<file path="src/rtl/mem_access_ctrl.sv">
`default_nettype none
// ============================================================================
//  Module      : mem_access_ctrl
//  Description : Single-outstanding memory access controller. It accepts one
//                read or write request from the control FSM, drives a
//                request/acknowledge memory bus, and reports completion with
//                a one-cycle done pulse. If no acknowledge arrives within
//                TIMEOUT_CYC bus cycles, the access ends with err set.
//  Revision    : 1.0  initial release
// ----------------------------------------------------------------------------
//  Ports
//    clk        in   single clock, rising edge
//    rst_n      in   asynchronous active-low reset
//    rd_req     in   read request (memory-read enable)
//    wr_req     in   write request (MemWrite); takes priority over rd_req
//    addr       in   [AW]   byte address of the access
//    wdata      in   [DW]   write data
//    wstrb      in   [DW/8] byte-lane write enables
//    busy       out  high whenever the controller is not idle
//    done       out  one-cycle completion pulse
//    rdata      out  [DW]   last successfully read data
//    err        out  access ended by timeout (valid with done)
//    bus_req    out  memory request, held until ack or timeout
//    bus_we     out  1 = write, 0 = read
//    bus_addr   out  [AW]   word-aligned address
//    bus_wdata  out  [DW]   write data to memory
//    bus_wstrb  out  [DW/8] byte enables to memory (zero on reads)
//    bus_ack    in   memory completion strobe
//    bus_rdata  in   [DW]   memory read data, valid with bus_ack
// ============================================================================
module mem_access_ctrl #(
    parameter int AW          = 32,
    parameter int DW          = 32,
    parameter int TIMEOUT_CYC = 16
) (
    input  logic            clk,
    input  logic            rst_n,
    input  logic            rd_req,
    input  logic            wr_req,
    input  logic [AW-1:0]   addr,
    input  logic [DW-1:0]   wdata,
    input  logic [DW/8-1:0] wstrb,
    output logic            busy,
    output logic            done,
    output logic [DW-1:0]   rdata,
    output logic            err,
    output logic            bus_req,
    output logic            bus_we,
    output logic [AW-1:0]   bus_addr,
    output logic [DW-1:0]   bus_wdata,
    output logic [DW/8-1:0] bus_wstrb,
    input  logic            bus_ack,
    input  logic [DW-1:0]   bus_rdata
);

    // A one-cycle timeout still needs a 1-bit counter to exist.
    localparam int              c_cnt_w     = (TIMEOUT_CYC > 1) ? $clog2(TIMEOUT_CYC) : 1;
    localparam logic [c_cnt_w-1:0] c_cnt_last = c_cnt_w'(TIMEOUT_CYC - 1);
    // Clears address bits [1:0] to produce a word-aligned bus address.
    localparam logic [AW-1:0]   c_word_mask = ~(AW'(3));

    typedef enum logic [1:0] {
        ST_IDLE = 2'd0,
        ST_BUS  = 2'd1,
        ST_DONE = 2'd2
    } state_t;

    state_t              r_state;
    state_t              w_state_nxt;

    logic [c_cnt_w-1:0]  r_cnt;
    logic                r_bus_req;
    logic                r_bus_we;
    logic [AW-1:0]       r_bus_addr;
    logic [DW-1:0]       r_bus_wdata;
    logic [DW/8-1:0]     r_bus_wstrb;
    logic [DW-1:0]       r_rdata;
    logic                r_err;

    logic                w_start;
    logic                w_ack;
    logic                w_timeout;

    // Requests are only looked at in IDLE; anything arriving while busy is dropped.
    assign w_start   = (r_state == ST_IDLE) && (rd_req || wr_req);
    assign w_ack     = (r_state == ST_BUS)  && bus_ack;
    // An ack on the final wait cycle wins over the timeout.
    assign w_timeout = (r_state == ST_BUS)  && !bus_ack && (r_cnt == c_cnt_last);

    // ------------------------------------------------------------------
    // State register
    // ------------------------------------------------------------------
    always_ff @(posedge clk or negedge rst_n) begin
        if (!rst_n) begin
            r_state <= ST_IDLE;
        end else begin
            r_state <= w_state_nxt;
        end
    end

    // ------------------------------------------------------------------
    // Next-state logic
    // ------------------------------------------------------------------
    always_comb begin
        w_state_nxt = r_state;
        case (r_state)
            ST_IDLE: if (w_start)              w_state_nxt = ST_BUS;
            ST_BUS:  if (w_ack || w_timeout)   w_state_nxt = ST_DONE;
            ST_DONE:                           w_state_nxt = ST_IDLE;
            default:                           w_state_nxt = ST_IDLE;
        endcase
    end

    // ------------------------------------------------------------------
    // Bus interface, timeout counter and result registers
    // ------------------------------------------------------------------
    always_ff @(posedge clk or negedge rst_n) begin
        if (!rst_n) begin
            r_cnt       <= '0;
            r_bus_req   <= 1'b0;
            r_bus_we    <= 1'b0;
            r_bus_addr  <= '0;
            r_bus_wdata <= '0;
            r_bus_wstrb <= '0;
            r_rdata     <= '0;
            r_err       <= 1'b0;
        end else if (w_start) begin
            // Write wins when both requests are present.
            r_cnt       <= '0;
            r_bus_req   <= 1'b1;
            r_bus_we    <= wr_req;
            r_bus_addr  <= addr & c_word_mask;
            r_bus_wdata <= wdata;
            r_bus_wstrb <= wr_req ? wstrb : '0;
        end else if (w_ack) begin
            r_bus_req <= 1'b0;
            r_err     <= 1'b0;
            if (!r_bus_we) begin
                r_rdata <= bus_rdata;
            end
        end else if (w_timeout) begin
            // rdata keeps the last good read value.
            r_bus_req <= 1'b0;
            r_err     <= 1'b1;
        end else if (r_state == ST_BUS) begin
            // Stops at c_cnt_last because that value always leaves BUS.
            r_cnt <= r_cnt + 1'b1;
        end
    end

    assign busy      = (r_state != ST_IDLE);
    assign done      = (r_state == ST_DONE);
    assign rdata     = r_rdata;
    assign err       = r_err;
    assign bus_req   = r_bus_req;
    assign bus_we    = r_bus_we;
    assign bus_addr  = r_bus_addr;
    assign bus_wdata = r_bus_wdata;
    assign bus_wstrb = r_bus_wstrb;

endmodule
`default_nettype wire
</file>
<file path="config.mk">
export PLATFORM = sky130hd
export DESIGN_NAME = mem_access_ctrl
export DESIGN_NICKNAME = d
export VERILOG_FILES = /design/src/rtl/mem_access_ctrl.sv
export SDC_FILE = /design/constraint.sdc
export NUM_CORES = 1
export LEC_CHECK = 0
export CORE_MARGIN = 4
export CORE_UTILIZATION = 35
export DETAILED_ROUTE_END_ITERATION = 6
export PLACE_DENSITY = 0.85
export RECOVER_POWER = 25
export SYNTH_ARGS = -nofsm -noshare
export SYNTH_HDL_FRONTEND = slang
export SYNTH_SLANG_ARGS = --single-unit
</file>
<file path="constraint.sdc">
create_clock -name clk -period 1.35 [get_ports clk]
set_input_delay 0.405 -clock clk [delete_from_list [all_inputs] [get_ports clk]]
set_output_delay 0.405 -clock clk [all_outputs]
set_load 0.02 [all_outputs]
</file>
Yosys cells after proc, flatten, opt, wreduce, memory -nomap -nowiden
Index checks and enable logic that the tools add are counted.

word-level totals
  register bits = 107
  bits of input ports = 105
  word-level logic and storage cells = 48

operators by class
  add/sub/neg operators = 1
  eq/ne operators = 7
  mux-type cells = 13
  bitwise operators = 2
  reductions and logical operators = 16

operator list
  kind                                                                    count
  4-bit 2-to-1 mux                                                        5
  2-bit inequality test (second input constant)                           4
  3-bit AND reduction                                                     2
  2-bit nonzero test                                                      3
  1-bit 2-to-1 mux                                                        5
  4-bit by 1-bit adder with 4-bit output (second input constant)          1
  4-bit equality test (second input constant)                             1
  1-bit logical AND                                                       4
  2-bit 2-to-1 mux                                                        2
  2-bit case mux with 2 select lines                                      1
  2-bit AND reduction                                                     2
  3-bit nonzero test                                                      1
  2-bit by 1-bit equality test with 1-bit output (second input constant)  1
  2-bit equality test (second input constant)                             1
  2-bit zero test                                                         1
  1-bit logical OR                                                        2
  1-bit inverter                                                          2
  1-bit zero test                                                         1

Logic depth before layout (Yosys ltp)
  depth after elaboration = 6
  gate-level depth with buffers = 5

Least setup slack after synthesis
Ideal clock, no wire load.

  kind = register to register
  start = register r_state[0]
  end = register r_bus_addr[10], in the netlist bus_addr[10]
  library setup time = 0.125 ns
  arrival time = 1.390 ns
  data required time = 1.225 ns
  slack = -0.165 ns
  stages on the path, launching flop included = 6
  buffers on the path = 1
  clock period less this slack = 1.515 ns
  path through = dfrtp_1 -> nor2_2 -> inv_2 -> nor2_8 -> buf_6 -> mux2_2

between the ends
  cells in the longest elaborated chain, start to end = 2

ends and longest elaborated chain
  item                    RTL line  source
  from (decl)             68        state_t r_state;
  from (signal assigned)  97        r_state <= w_state_nxt;
  2-bit zero test         85        assign w_start = (r_state == ST_IDLE) && (rd_req || wr_req);
  1-bit logical AND       85
  to (signal assigned)    132       r_bus_addr <= addr & c_word_mask;
  to (decl)               74        logic [AW-1:0] r_bus_addr;

Every way passes these cells.
A chain may end at the register's enable or synchronous reset.

Worst setup path in the final report
  start = register r_state[1]
  end = register r_rdata[27], in the netlist rdata[27]

between the ends
  cells in the longest elaborated chain, start to end = 4
  elaborated cells on any way between the ends = 6
  classes of those cells = eq/ne: 1; bitwise: 1; reduce/logical: 4

ends and longest elaborated chain
  item                                    RTL line  source
  2-bit zero test                         85
  1-bit logical AND                       85
  1-bit inverter (no source line)         --
  3-bit AND reduction (no source line) *  --
  to (signal assigned)                    139       r_rdata <= bus_rdata;
  to (decl)                               77        logic [DW-1:0] r_rdata;

Mark *: on every way between the ends. The rest lies on a longest branch, timed or not.

==> impl_metrics.ini <==
[logic_synthesis]
synth_top_family_by_area = multiplexers
synth-adder-area-share_pct = 0.302
synth_cell_type_count = 30
synth_xor_area_share_pct = 0
synth-compound-area-share_pct = 2.57
synth_edf_count = 0
yosysWarnings = 0
postSynthCellCount = 249
netlist_area_sq_mm = 0.00414
ys.flop_type = dfrtp_1
synth_top_cell_by_area = dfrtp_1
ys_top_cells_by_area = dfrtp_1, mux2_1, mux2_2
yosys.area_share.simple_pct = 2.81
synth_async_sr_flop_share_pct = 100
ys_seq_area_share_pct = 64.7
synthMuxAreaShare_pct = 26.3
netlist.area_leader.share_pct = 64.7
postSynthAreaPerCell_sq_um = 16.6
ys_ff_latch = 107

[min_path]
min_path_type = input pin to asynchronous set/reset pin

[layout]
n_antenna_cell = 0
drive_above_1_share_pct = 53.2
stdcell_area_sq_mm = 0.00682
area_delta_synth_final_pct = 64.9
nets = 597
fin_util_pct = 59.2
fin_cells = 639

[placement]
dp_worst_setup_slack_ns = -0.565
place.gp.congestion = 0.814
place_hpwl_mm = 7.82
dpl.cell_count = 605
dpl-instance-area_sq_mm = 0.00667
port_buffers = 205

[critical_path]
worstPathArrival_ns = 1.80
critical_path.startpoint_type = flop
required_ns = 1.56
end_kind = flop
ff2ff_setup_slack_ns = -0.24
crit_fanout = 8
r2r-start = r_state[1]$_DFFE_PN0P_
worstSetupPathType = flop to flop
r2r_end = rdata[27]$_DFFE_PN0P_
worstRegToRegCells = 5

[grt]
grtUsageMet2_pct = 26.2
met3_usage_pct = 4.30
grt-ovfl-total = 0
use_met1_pct = 19.2
grt_pass1_vias = 3197
busiest_layer = met2
grt_usage_pct = 15.4
grt_pass1_wl_mm = 16.4
antenna_found_initial = 0
grt_max_degree = 57

[run_status]
failed_checks = negative setup slack
status = complete, but fails checks

[power_and_ir_drop]
ir_drop_mv = 1.21
p_switching_mw = 6.39
clock_power_share_pct = 15.1
power_density_mw_per_mm2 = 2540
sw_frac_of_total_pct = 36.8
power_frac_comb_pct = 51.7
p_int_mw = 11.0
seqPwrFrac_pct = 33.1
leakagePower_nw = 3.25

[clocking]
cts.sinks = 107
cts_inserted_buffers = 9
htree_num_levels = 3
insertion_delay_ns = 0.33
cts_root_buffer = clkbuf_16
cts.path.max_buffers = 2
path_clk_slew_ns = 0.07
cts_tree = built

[sta]
hold_ws_ns = 0.298
setup_viol = 97
finalClockSkew_ns = 0.0107
maxSlewHeadroom_pct = 50.0
fin_ws_ns = -0.238
min_period_ns = 1.59
rsz0062_at_grt = true
hold_violations = 0
period_share_pct = 118
worst_pin_slew_ns = 0.750
fmax_mhz = 630
drv_slew = 0

[route]
route.detailed.drc = 0
drt-initial-drc-count = 96
wire_per_inst_um = 17.8
avgViaCountPerCell = 4.68
drtAntennaViolNets = 0
first_pass_iters = 4
routed_wl_mm = 11.4
vias = 2989

[job]
maxCapViolations = 0

[floorplanning]
die_x_um = 117
ios = 210
die_h_um = 117
rows = 39
die-area_sq_mm = 0.0136
coreArea_sq_mm = 0.0115
initial_core_util_pct = 35.9
==> critical path, cell delays in order (launching register included) <==
cell       delay, ns
dfrtp_2         0.45
nand2b_4        0.17
nor3b_4         0.23
buf_6           0.15
clkbuf_16       0.16
mux2_4          0.31
==> synthesized netlist by cell type, drive strengths merged, types with 2 or more instances <==
cell type,number
nor2b,2
dfrtp,107
nor2,4
o21ai,3
nand2,2
a21oi,2
a31o,2
nand3,2
mux2,94
mux2i,3
a22o,4
buf,11
inv,2
==> how the worst max path moves through the flow <==
stage	start	to	slack [ns]	cells after the start
5_1_grt	r_state[1]$_DFFE_PN0P_	rdata[26]$_DFFE_PN0P_	-0.27	5
3_5_place_dp	rd_req	bus_addr[2]$_DFFE_PN0P_	-0.57	5
2_1_floorplan	r_state[1]$_DFFE_PN0P_	rdata[10]$_DFFE_PN0P_	-0.14	4
4_1_cts	r_state[1]$_DFFE_PN0P_	busy	-0.19	3
3_3_place_gp	rd_req	bus_addr[2]$_DFFE_PN0P_	-0.54	5
6_report	r_state[1]$_DFFE_PN0P_	rdata[27]$_DFFE_PN0P_	-0.24	5
==> power by group through the flow <==
stage          clock, mW  combinational [mW]  sequential (mW)
3_3_place_gp           0                9.37             5.74
3_5_place_dp           0                9.57             5.78
2_1_floorplan          0                3.43             7.60
5_1_grt             2.86                9.49             5.94
4_1_cts             2.72                8.63             5.74
6_report            2.63                8.97             5.75
==> flip-flops by register name (all words and copies together), names as in the netlist <==
register / count
bus_addr: 30
bus_wdata: 32
r_cnt: 4
bus_we: 1
bus_req: 1
err: 1
bus_wstrb: 4
rdata: 32
r_state: 2
==> kinds of logic (layout without fill, tap and decap cells) <==
| logic type | count (synthesis) | in the layout |
|---|---|---|
| flip-flops | 107 | 107 |
| multiplexers | 97 | 97 |
| AO/OA/AOI/OAI | 15 | 15 |
| AND/OR/NAND/NOR | 15 | 15 |
| buffers and inverters | 13 | 259 |
| adder cells (fa/ha/maj) | 1 | 1 |
| other | 1 | 2 |
==> cell type report <==
type                    instances  area [sq um]
repair buffers                241          1990
clock buffers                  10           239
inverters                       2          10.0
multi-input cells             130          1650
clock inverters                 6          63.8
flip-flops and latches        107          2680
well taps                     143           179
fillers                       904          4700
==> layout by cell type (no fill, tap or decap), types with 2 or more instances in the layout <==
cell,n
a21oi_1,2
a22o_1,4
buf_12,5
buf_2,99
buf_4,18
buf_6,9
buf_8,2
clkbuf_16,13
clkbuf_4,2
clkdlybuf4s50_1,98
clkinv_2,2
clkinvlp_4,2
conb_1,2
dfrtp_1,104
dfrtp_2,3
dlygate4sd2_1,2
mux2_2,23
mux2_4,71
mux2i_1,3
nand2_1,2
nand3_1,2
nor2_4,2
o21ai_0,3
==> through the flow <==
step,setup TNS [ns],total power [mW]
floorplan,-10.63,11.0
global placement,-49.25,15.1
detailed placement,-50.90,15.4
CTS,-14.80,17.1
global route,-21.21,18.3
finish,-16.13,17.4
==> routing by layer <==
metal	share of wire [%]	vias up
met5	0	-
met4	1.0	0
met3	8.1	10
met2	51	128
met1	40	1490
li1	-	1361
==> repair_timing <==
action                                  in CTS  in global routing
cloned                                       3                  5
resized for setup                          440                 26
hold buffers                                 0                  0
endpoints found under the setup margin     199                107
endpoints found under the hold margin        0                  0
pin swaps                                    1                  3
buffers inserted                             6                  9
Power figures use the tool's default switching activity.
